### src/rtl/seg_scan_ctrl_pkg.sv
// Shared types and constants for the seven-segment scan controller.
// Latency: n/a. Backpressure: n/a.
package seg_pkg;

    localparam logic [6:0] SEG_BLANK      = 7'h7F;
    localparam int         NUM_DIGITS_DEF = 4;

    typedef logic [3:0] nibble_t;

    typedef enum logic {
        SCAN_GUARD,
        SCAN_DRIVE
    } scan_state_e;

endpackage

### src/rtl/seg_scan_ctrl_seven_seg.sv
// Hex nibble to active-low seven-segment pattern, bit0 = a ... bit6 = g.
// Latency: combinational. Backpressure: none.
module seven_seg
    import seg_pkg::*;
(
    input  nibble_t    hex,
    output logic [6:0] seg
);

    always_comb begin
        seg = SEG_BLANK;
        case (hex)
            4'h0: seg = 7'h40;
            4'h1: seg = 7'h79;
            4'h2: seg = 7'h24;
            4'h3: seg = 7'h30;
            4'h4: seg = 7'h19;
            4'h5: seg = 7'h12;
            4'h6: seg = 7'h02;
            4'h7: seg = 7'h78;
            4'h8: seg = 7'h00;
            4'h9: seg = 7'h10;
            4'hA: seg = 7'h08;
            4'hB: seg = 7'h03;
            4'hC: seg = 7'h46;
            4'hD: seg = 7'h21;
            4'hE: seg = 7'h06;
            4'hF: seg = 7'h0E;
            default: seg = SEG_BLANK;
        endcase
    end

endmodule

### src/rtl/seg_scan_ctrl.sv
// Multiplexed seven-segment scanner with frame-aligned double buffering and blank guard slots.
// Latency: outputs registered, one cycle after prescaler/index. Backpressure: none, load is a strobe.
// Optional leading-zero blanking when SEG_SCAN_LZB_EN is defined.
module seg_scan_ctrl
    import seg_pkg::*;
#(
    parameter int NUM_DIGITS  = NUM_DIGITS_DEF,
    parameter int REFRESH_DIV = 50000,
    parameter int GUARD       = 2
) (
    input  logic                    clk,
    input  logic                    rst_n,
    input  logic                    enable,
    input  logic                    load,
    input  logic [4*NUM_DIGITS-1:0] value,
    input  logic [NUM_DIGITS-1:0]   dp_in,
    output logic [6:0]              seg,
    output logic                    dp,
    output logic [NUM_DIGITS-1:0]   an,
    output logic                    frame_done
);

    localparam int PW = $clog2(REFRESH_DIV);
    localparam int IW = (NUM_DIGITS > 1) ? $clog2(NUM_DIGITS) : 1;

    logic [PW-1:0]           presc_q, presc_d;
    logic [IW-1:0]           idx_q, idx_d;
    scan_state_e             state_q, state_d;
    logic [4*NUM_DIGITS-1:0] shadow_val_q, shadow_val_d, pend_val_q, pend_val_d;
    logic [NUM_DIGITS-1:0]   shadow_dp_q, shadow_dp_d, pend_dp_q, pend_dp_d;
    logic                    pend_vld_q, pend_vld_d;
    logic [6:0]              seg_q, seg_d;
    logic                    dp_q, dp_d;
    logic [NUM_DIGITS-1:0]   an_q, an_d;
    logic                    frame_done_q, frame_done_d;

    logic    boundary;
    nibble_t nib_sel;
    logic    dp_sel;
    logic    lz_blank;
    logic    [6:0] dec_seg;

    seven_seg u_dec (
        .hex (nib_sel),
        .seg (dec_seg)
    );

    always_comb begin
        boundary = enable && (presc_q == PW'(REFRESH_DIV - 1)) && (idx_q == IW'(NUM_DIGITS - 1));
        presc_d  = '0;
        idx_d    = '0;
        if (enable) begin
            if (presc_q == PW'(REFRESH_DIV - 1)) begin
                idx_d = (idx_q == IW'(NUM_DIGITS - 1)) ? '0 : idx_q + 1'b1;
            end else begin
                presc_d = presc_q + 1'b1;
                idx_d   = idx_q;
            end
        end
        // state_q always mirrors where presc_q sits within the slot
        state_d      = (presc_d < PW'(GUARD)) ? SCAN_GUARD : SCAN_DRIVE;
        frame_done_d = boundary;
    end

    always_comb begin
        pend_val_d   = pend_val_q;
        pend_dp_d    = pend_dp_q;
        pend_vld_d   = pend_vld_q;
        shadow_val_d = shadow_val_q;
        shadow_dp_d  = shadow_dp_q;
        if (load) begin
            pend_val_d = value;
            pend_dp_d  = dp_in;
            pend_vld_d = 1'b1;
        end
        // a load coinciding with a swap point bypasses straight into the shadow
        if (boundary) begin
            if (load) begin
                shadow_val_d = value;
                shadow_dp_d  = dp_in;
            end else if (pend_vld_q) begin
                shadow_val_d = pend_val_q;
                shadow_dp_d  = pend_dp_q;
            end
            pend_vld_d = 1'b0;
        end else if (!enable && load) begin
            shadow_val_d = value;
            shadow_dp_d  = dp_in;
            pend_vld_d   = 1'b0;
        end
    end

    always_comb begin
        nib_sel = '0;
        dp_sel  = 1'b0;
        for (int i = 0; i < NUM_DIGITS; i++) begin
            if (idx_q == IW'(i)) begin
                nib_sel = shadow_val_q[4*i +: 4];
                dp_sel  = shadow_dp_q[i];
            end
        end
    end

`ifdef SEG_SCAN_LZB_EN
    logic upper_nz;
    always_comb begin
        upper_nz = 1'b0;
        for (int i = 0; i < NUM_DIGITS; i++) begin
            if ((i >= int'(idx_q)) && (shadow_val_q[4*i +: 4] != 4'h0)) begin
                upper_nz = 1'b1;
            end
        end
        lz_blank = (idx_q != '0) && !upper_nz;
    end
`else
    assign lz_blank = 1'b0;
`endif

    always_comb begin
        seg_d = SEG_BLANK;
        dp_d  = 1'b1;
        an_d  = '1;
        if (enable && (state_q == SCAN_DRIVE)) begin
            for (int i = 0; i < NUM_DIGITS; i++) begin
                an_d[i] = (idx_q != IW'(i));
            end
            seg_d = lz_blank ? SEG_BLANK : dec_seg;
            dp_d  = ~dp_sel;
        end
    end

    always_ff @(posedge clk or negedge rst_n) begin
        if (!rst_n) begin
            presc_q      <= '0;
            idx_q        <= '0;
            state_q      <= SCAN_GUARD;
            shadow_val_q <= '0;
            shadow_dp_q  <= '0;
            pend_val_q   <= '0;
            pend_dp_q    <= '0;
            pend_vld_q   <= 1'b0;
            seg_q        <= SEG_BLANK;
            dp_q         <= 1'b1;
            an_q         <= '1;
            frame_done_q <= 1'b0;
        end else begin
            presc_q      <= presc_d;
            idx_q        <= idx_d;
            state_q      <= state_d;
            shadow_val_q <= shadow_val_d;
            shadow_dp_q  <= shadow_dp_d;
            pend_val_q   <= pend_val_d;
            pend_dp_q    <= pend_dp_d;
            pend_vld_q   <= pend_vld_d;
            seg_q        <= seg_d;
            dp_q         <= dp_d;
            an_q         <= an_d;
            frame_done_q <= frame_done_d;
        end
    end

    assign seg        = seg_q;
    assign dp         = dp_q;
    assign an         = an_q;
    assign frame_done = frame_done_q;

endmodule

### config.mk
export PLATFORM = sky130hd
export DESIGN_NAME = seg_scan_ctrl
export DESIGN_NICKNAME = d
export VERILOG_FILES = /design/src/rtl/seg_scan_ctrl_pkg.sv /design/src/rtl/seg_scan_ctrl_seven_seg.sv /design/src/rtl/seg_scan_ctrl.sv
export SDC_FILE = /design/constraint.sdc
export NUM_CORES = 1
export LEC_CHECK = 0
export ABC_AREA = 1
export BUFFER_PORTS_ARGS = -buffer_cell sky130_fd_sc_hd__buf_2
export CORE_UTILIZATION = 45
export CTS_BUF_LIST = sky130_fd_sc_hd__clkbuf_8
export DETAILED_ROUTE_END_ITERATION = 6
export SLEW_MARGIN = 20
export SYNTH_ARGS = -nofsm -noshare
export SYNTH_HDL_FRONTEND = slang
export SYNTH_HIERARCHICAL = 1
export SYNTH_SLANG_ARGS = --single-unit
### constraint.sdc
create_clock -name clk -period 5.5 [get_ports clk]
set_input_delay 0.275 -clock clk [delete_from_list [all_inputs] [get_ports clk]]
set_output_delay 0.275 -clock clk [all_outputs]
set_load 0.005 [all_outputs]
## Yosys cells after proc, flatten, opt, wreduce, memory -nomap -nowiden

Memories as Yosys holds them, arrays and structs flattened.
Index checks and enable logic that the tools add are counted.

| storage, ports and cells | value |
|---|---|
| register bits | 73 |
| ROM bits | 112 |
| input bits | 24 |
| output and inout port bits | 13 |
| word-level logic and storage cells | 64 |
| memories kept | 1 |

| operators by class | value |
|---|---|
| add/subtract/negate cells | 2 |
| $lt $le $gt $ge | 1 |
| equal/unequal tests | 9 |
| multiplexer cells | 28 |
| bitwise operators | 1 |
| reductions and logical operators | 10 |

Memory list:

| name | depth | bits a word | rd ports | clocked after memory_dff | write ports | RTL line | text |
|---|---|---|---|---|---|---|---|
| (no name shown) | 16 | 7 | 1 | 0 | 0 | seg_scan_ctrl_seven_seg.sv:12 | `case (hex)` |

Operator list:

| cell | number |
|---|---|
| $mux 16 | 6 |
| $mux 4 | 9 |
| $add 16x1->16 const B | 1 |
| $eq 16x16->1 const B | 1 |
| $lt 16x2->1 const B | 1 |
| $mux 1 | 9 |
| $mux 7 | 1 |
| $mux 2 | 3 |
| $eq 2x2->1 const B | 2 |
| $logic_and 1x1->1 | 4 |
| $ne 2x1->1 const B | 2 |
| $ne 2x2->1 const B | 2 |
| $reduce_bool 2->1 | 2 |
| $ne 3x3->1 const B | 1 |
| $reduce_bool 3->1 | 1 |
| $add 2x1->2 const B | 1 |
| $eq 2x1->1 const B | 1 |
| $logic_not 2->1 | 1 |
| $reduce_and 2->1 | 1 |
| $logic_not 1->1 | 1 |
| $not 1->1 | 1 |

## Logic depth before layout (Yosys ltp)

Gate-level depths: netlist (run 1).

| logic depth | value |
|---|---|
| word-level depth | 7 |
| gate-level depth with buffers | 15 |
| depth with buffers taken out | 15 |

## Modules after synthesis

The synthesis (run 1) kept the hierarchy.

By module, submodules not included:

| module | instances | cells an instance | area each (µm²) | sequential area each (µm²) |
|---|---|---|---|---|
| seg_scan_ctrl | 1 | 487 | 3,793.6 | 1,841.8 |
| seven_seg | 1 | 49 | 274.0 | 0.0 |

## Least setup slack after synthesis (run 1)

Ideal clock, no wire load.

| timing path | value |
|---|---|
| path type | reg2reg |
| start | register idx_q[0] |
| end | register seg_q[3], in the netlist seg[3] |
| setup time | 0.084 ns |
| arrival time | 2.484 ns |
| data required time | 5.416 ns |
| setup slack | 2.932 ns |
| cell stages (with the launch flop) | 13 |
| path buffers | 2 |
| clock period less this slack | 2.568 ns |
| path through | dfrtp_1 ha_1 buf_2 inv_2 buf_1 nor2_1 a21oi_1 inv_1 ha_1 nand2_1 nand3_1 nand2_1 or2_2 |

| between the ends | value |
|---|---|
| word-level cells in the longest chain between the ends | 7 |
| elaborated cells on any way between the ends | 10 |
| classes of those cells | eq/ne: 3; mux: 5; reduce/logical: 1; memory: 1 |

Ends and longest elaborated chain:

| what | RTL line | text |
|---|---|---|
| start: declaration | seg_scan_ctrl.sv:27 | `logic [IW-1:0] idx_q, idx_d;` |
| start signal: assignment | seg_scan_ctrl.sv:148 | `idx_q <= idx_d;` |
| $logic_not 2->1 | seg_scan_ctrl.sv:97 | `if (idx_q == IW'(i)) begin` |
| $mux 4 (3 in series) | seg_scan_ctrl.sv:97 |  |
| $mux 4 * | seg_scan_ctrl.sv:97 |  |
| named net nib_sel[1] | seg_scan_ctrl.sv:38 | `nibble_t nib_sel;` |
| $mem_v2 16x7 * | -- |  |
| named net dec_seg[3] | seg_scan_ctrl.sv:41 | `logic [6:0] dec_seg;` |
| $mux 7 * | seg_scan_ctrl.sv:123 | `if (enable && (state_q == SCAN_DRIVE)) begin` |
| named net seg_d[3] | seg_scan_ctrl.sv:32 | `logic [6:0] seg_q, seg_d;` |
| end signal: assignment | seg_scan_ctrl.sv:155 | `seg_q <= seg_d;` |
| end: declaration | seg_scan_ctrl.sv:32 |  |

The timed path passes the listed nets; every way through them passes the cells marked *.
A chain may end at the register's enable or synchronous reset.

## Worst setup path in the final report (run 1)

Same ends and word-level chain as after synthesis.

==> reports/qor.yml, run 1 <==
hold_viol: 0
h-tree-depth: 3
dpl-instance-area_um2: 4280
multiInputGateArea_um2: 1940
diodes: 0
cts_hold_buffers: 0
setup_viol: 0
post-dp-hpwl_um: 6210
clk_pin_slew_ps: 80
fp.coreArea_um2: 8720
synth-edff-count: 0
ys.flop_type: "dfrtp_1"
wl_per_cell_um: 13.4
crit_required_ps: 5770
syn_nets: 572
grt_pass1_vias: 3346
die_w_um: 97.1
avgViaCountPerCell: 4.99
synth_top_cells_by_count: "nand2_1 (182), nor2_1 (75), dfrtp_1 (61), nand3_1 (51), inv_1 (41)"
cap_violations: 0
cts_resized: 0
fill_cells: 889
start_kind: "register"
grt_antenna_before_repair: 0
track_usage: 0.212
drtAntennaViolNets: 0
layout_min_cycle_time_ps: 2930
worst_slew_pin_slew_ps: 911
status: "finished clean"
p_leak_nw: 2.29
end_kind: "register"
synth_top_cell_area_share: 0.375
drt-initial-drc-count: 148
grt_pass1_wl_um: 16200
ios: 37
slew_viol_final: 0
nNetsFinal: 599
ys_seq_area_frac: 0.453
vias: 3370
syn-cell-area_um2: 4070
cts_tree: "built"
setup_ws_ps: 2570
gp_congestion: 0.854
row_count: 34
synthTopCellsByArea: "dfrtp_1 (38%), nand2_1 (17%), dfstp_2 (7.8%)"
clk_path_buf_depth: 2
ir_drop_v: 0.000142
drt_pass1_iterations: 4
fin_worst_skew_ps: 6.32
syn_inst: 536
die_y_um: 97.1
slew_headroom: 0.392
grt_max_degree: 74
rsz0062_at_grt: "no"
final_layout_size_suffix_gt1_frac: 0.187
areaGrowthSynthToFinish_pct: 11.1
synthDistinctLibCells: 36
clock-sinks: 73
worstPathMaxFanout: 27
fin_tns_setup_ps: 0
powerDensity_nw_per_um2: 280
cts_buffers: 9
yosys_warnings: 6
routed_wl_um: 9060
initial_utilization: 0.466
hold_path_class: "in2async"
max_freq_mhz: 341
cts_setup_buffers: 0
crit_type: "reg2reg"
yosys_register_bits: 73
design_area_um2: 4520
drc: 0
dieArea_um2: 9420
period_share: 0.533
regArea_um2: 1840
synth_top_cell_by_area: "dfrtp_1"
synth_area_per_cell_um2: 7.59
r2r_slack_ps: 2570
dpl_worst_slack_ps: 2580
clkLatencyLatePin_ps: 350
arrival_ps: 3210
cts-root-buf: "clkbuf_8"
ys_async_sr_fraction: 1.00
portBuffers: 36
yosys.cell_count.top_type: "nand2_1"
gr-total-overflow: 0
==> worst paths after layout <==
path,startpoint,end,cells after the start
setup / recovery,idx_q[0]$_DFFE_PN0P_,seg[3]$_DFF_PN1_,10
hold / removal,rst_n,presc_q[3]$_DFF_PN0_,1
setup reg to reg,idx_q[0]$_DFFE_PN0P_,seg[3]$_DFF_PN1_,10
hold reg to reg,pend_dp_q[0]$_DFFE_PN0P_,pend_dp_q[0]$_DFFE_PN0P_,2
max in group asynchronous,rst_n,shadow_val_q[10]$_DFFE_PN0P_,1
min in group clk,dp_in[0],pend_dp_q[0]$_DFFE_PN0P_,3
==> cell families (layout without fill, tap and decap cells) <==
kind of cell	count (synthesis)	count (layout)	share of synthesized area
simple gates	359	359	0.402
flops	73	73	0.453
buf+inv	67	98	0.0711
compound gates	24	24	0.0354
fa+ha+maj	12	12	0.0369
xor+xnor	1	1	0.00215
==> final cells by class <==
| type | instances | area share |
|---|---|---|
| clock buffers | 10 | 0.0305 |
| clock inverters | 5 | 0.0230 |
| inverters | 46 | 0.0382 |
| multi-input cells | 396 | 0.429 |
| flip-flops and latches | 73 | 0.408 |
| well taps | 108 | 0.0299 |
| repair buffers | 37 | 0.0421 |
==> metrics by stage <==
stage / power [mW] / utilization / std cells / hold WS (ps)
3_5_place_dp: 0.760 / 0.490 / 660 / 458
5_1_grt: 1.33 / 0.518 / 675 / 144
4_1_cts: 1.28 / 0.518 / 675 / 94.6
2_1_floorplan: 0.707 / - / 536 / -20.6
6_report: 1.26 / 0.518 / 675 / 53.8
3_3_place_gp: 0.757 / 0.490 / 660 / 453
==> registers in the layout, indices dropped and copies added (netlist names), 2 cells and up <==
| signal | flops |
|---|---|
| idx_q | 2 |
| shadow_val_q | 16 |
| shadow_dp_q | 4 |
| pend_dp_q | 4 |
| an | 4 |
| presc_q | 16 |
| seg | 7 |
| pend_val_q | 16 |
==> where the power goes <==
group	internal (mW)	switching [mW]	leakage [nW]
sequential	0.581	0.0178	0.904
clock	0.311	0.204	0.122
combinational	0.0536	0.0960	1.26
==> cells in the final DEF, fill, tap and decap left out, drive strengths merged, types with 3 or more instances in the layout <==
cell type    n
clkinv       3
ha          12
nand3       53
nand4        7
clkbuf      10
dfstp       12
or2          9
nor2        80
nor3        25
inv         45
o21ai        8
bufinv       3
buf         37
a21oi        9
nand2      184
dfrtp       61
==> metal layers <==
layer,wire (um),share of wire,GRT usage,up-vias
li1,-,-,-,1740
met1,4330,0.48,0.285,1562
met2,4310,0.48,0.349,61
met3,321,0.035,0.0396,7
met4,100,0.011,0.0608,0
met5,0,0,0,-
==> worst max-delay path: stages (launching register included) <==
cell and delay (ps):
dfrtp_1 410, ha_1 330, inv_2 560, nor2_1 80, a21oi_1 420, inv_1 210
ha_1 350, nand2_1 50, nand3_1 70, nand2_1 50, or2_2 280
Power figures use the tool's default switching activity.
==> run 2: changes to the inputs <==
--- a/config.mk
+++ b/config.mk
@@ -5,7 +5,7 @@
 export SDC_FILE = /design/constraint.sdc
 export NUM_CORES = 1
 export LEC_CHECK = 0
-export ABC_AREA = 1
+export ABC_AREA = 0
 export BUFFER_PORTS_ARGS = -buffer_cell sky130_fd_sc_hd__buf_2
 export CORE_UTILIZATION = 45
 export CTS_BUF_LIST = sky130_fd_sc_hd__clkbuf_8
==> constraint.sdc (replaced) <==
create_clock -name clk -period 2.7 [get_ports clk]
set_input_delay 0.135 -clock clk [delete_from_list [all_inputs] [get_ports clk]]
set_output_delay 0.135 -clock clk [all_outputs]
set_load 0.005 [all_outputs]
==> run 2 against run 1 <==
Compared with the run above:
- largest power group unchanged
- critical path type unchanged
- synthesized cell count is 25% lower
- cell area is 1.5% higher
- clock power is 81% higher
- largest cell class unchanged
- count of clock-buffer cells in the layout stayed put
- global-route usage is 1.8 points lower
- utilization is 1.0 points higher
- routed wire length is 8.7% lower
==> reports/qor.yml, run 2 <==
yosys_register_bits: 73
nNetsFinal: 472
ys_async_sr_fraction: 1.00
setup_viol: 0
crit_type: "reg2reg"
slowest_delay_ps: 480
powerDensity_nw_per_um2: 583
cts_buffers: 9
ir_drop_v: 0.000349
crit_start: "idx_q[0]$_DFFE_PN0P_"
dieArea_um2: 9330
syn-cell-area_um2: 4030
synth_top_cell_area_share: 0.379
synth-edff-count: 0
layout_min_cycle_time_ps: 2580
fin_total_pwr_mw: 2.68
fill_cells: 798
row_count: 34
period_share: 0.957
gp_congestion: 0.848
slew_headroom: 0.488
diodes: 0
ys.flop_type: "dfrtp_1"
drt-initial-drc-count: 113
r2r-start: "idx_q[0]$_DFFE_PN0P_"
timing.hold.ws_ps: 58.1
fin_worst_skew_ps: 11.0
yosys.cell_count.top_type: "nor2_1"
die_w_um: 96.6
reg_top3: "pend_val_q x16, presc_q x16, shadow_val_q x16"
synth_area_per_cell_um2: 10.1
max_freq_mhz: 387
clkLatencyLatePin_ps: 340
worstPathMaxFanout: 5
clk_path_buf_depth: 2
crit_family: "adder cells"
clk_pin_slew_ps: 80
cts-root-buf: "clkbuf_8"
worst_slew_pin_slew_ps: 766
cp_num_cells: 11
initial_utilization: 0.464
grt_max_degree: 45
drc: 0
synth_top_cells_by_count: "nor2_1 (64), dfrtp_1 (61), inv_1 (27), a21oi_1 (25), mux2i_1 (24)"
rsz0062_at_grt: "no"
vias: 2914
hold_path_class: "in2reg"
h-tree-depth: 3
grt_pass1_vias: 2847
clock-sinks: 73
avgViaCountPerCell: 5.32
yosys_warnings: 6
grt_pass1_wl_um: 13700
syn_nets: 436
ios: 37
cap_violations: 0
cp_num_buf_inv: 3
portBuffers: 36
synthDistinctLibCells: 50
p_leak_nw: 2.18
slew_viol_final: 0
drtAntennaViolNets: 0
wl_per_cell_um: 15.1
crit_chain: "inv_1 > ha_2 > nor2b_4 > a221oi_1 > a211o_1 > o21ai_0 > inv_1 > ha_1 > inv_1 > mux4_1 > nand2b_1"
drt_pass1_iterations: 4
track_usage: 0.194
die_y_um: 96.6
final_cell_mix: "nor2_1 (64), dfrtp_1 (61), buf_2 (36), inv_1 (26)"
arrival_ps: 2840
post-dp-hpwl_um: 5700
cts_tree: "built"
routed_wl_um: 8270
ys_seq_area_frac: 0.458
final_common_cell: "nor2_1"
status: "finished clean"
endpoint: "seg[3]$_DFF_PN1_"
r2r_end: "seg[3]$_DFF_PN1_"
r2r_slack_ps: 120
start_kind: "register"
grt_antenna_before_repair: 0
fp.coreArea_um2: 8680
hold_viol: 0
end_kind: "register"
critical_path.slowest_cell: "mux4_1"
gr-total-overflow: 0
crit_top_cell: "inv_1"
final_layout_size_suffix_gt1_frac: 0.259
r2r_cells: 11
synthTopCellsByArea: "dfrtp_1 (38%), dfstp_2 (7.8%), mux2i_1 (6.0%)"
synth_top_cell_by_area: "dfrtp_1"
syn_inst: 400
crit_required_ps: 2950
areaGrowthSynthToFinish_pct: 13.9
run 2: cell types whose count changed in the layout (fill, tap and decap cells not counted), sizes merged, moves of 18 or more:
cell / previous run / this run
nor3: 25 / 5
inv: 45 / 27
mux2i: 0 / 24
mux2: 0 / 21
o21a: 0 / 19
nand2: 184 / 16
nand3: 53 / 7
run 2: where the power goes:
group	total (mW)	internal (mW)	switching [mW]
sequential	1.24	1.20	0.0472
clock	0.934	0.539	0.395
combinational	0.498	0.236	0.262
run 2: logic make-up after synthesis:
logic type	Yosys count	share of synthesized area
AND/OR/NAND/NOR	121	0.149
AO/OA/AOI/OAI	75	0.123
flip-flops	73	0.458
buffers and inverters	54	0.0668
multiplexers	46	0.125
XOR/XNOR	19	0.0413
adder cells (fa/ha/maj)	12	0.0373
run 2: stage by stage:
step | std cells | util | cell area, um^2 | TNS (ps) | setup slack [ps]
2_1_floorplan | 400 | - | 4030 | 0 | 16.1
3_3_place_gp | 527 | 0.494 | 4290 | 0 | 125
3_5_place_dp | 527 | 0.494 | 4290 | -6.80 | -3.46
4_1_cts | 543 | 0.521 | 4520 | 0 | 34.2
5_1_grt | 548 | 0.528 | 4590 | 0 | 15.3
6_report | 548 | 0.528 | 4590 | 0 | 115
run 2: worst min path at each step:
stage | endpoint | depth (start not counted) | from
after detailed placement | presc_q[8]$_DFF_PN0_ | 1 | rst_n
after global placement | presc_q[9]$_DFF_PN0_ | 1 | rst_n
after floorplan | frame_done$_DFF_PN0_ | 0 | rst_n
after global routing | pend_val_q[1]$_DFFE_PN0P_ | 2 | value[1]
after CTS | pend_val_q[9]$_DFFE_PN0P_ | 2 | value[9]
final | pend_val_q[10]$_DFFE_PN0P_ | 2 | value[10]
run 2: repair_timing:
item,in CTS,in global routing
endpoints found under the setup margin,2,2
hold buffers,1,0
setup buffers,0,5
resized for setup,1,8
endpoints found under the hold margin,17,0
run 2: per-layer routing:
metal	vias to the layer above	share of wire	GRT usage	wire length, um
met5	-	0	0	0
met4	0	0.023	0.0613	194
met3	16	0.043	0.0524	352
met2	45	0.49	0.334	4050
met1	1423	0.44	0.236	3670
li1	1430	-	-	-
run 2: area by class of cell:
class,count,area [um^2],share of cell area
multi-input combinational,273,1950,0.425
clock buffer,10,138,0.0300
inverter,27,101,0.0221
timing repair buffer,52,340,0.0742
tap,108,135,0.0295
clock inverter,5,80.1,0.0175
sequential,73,1840,0.402
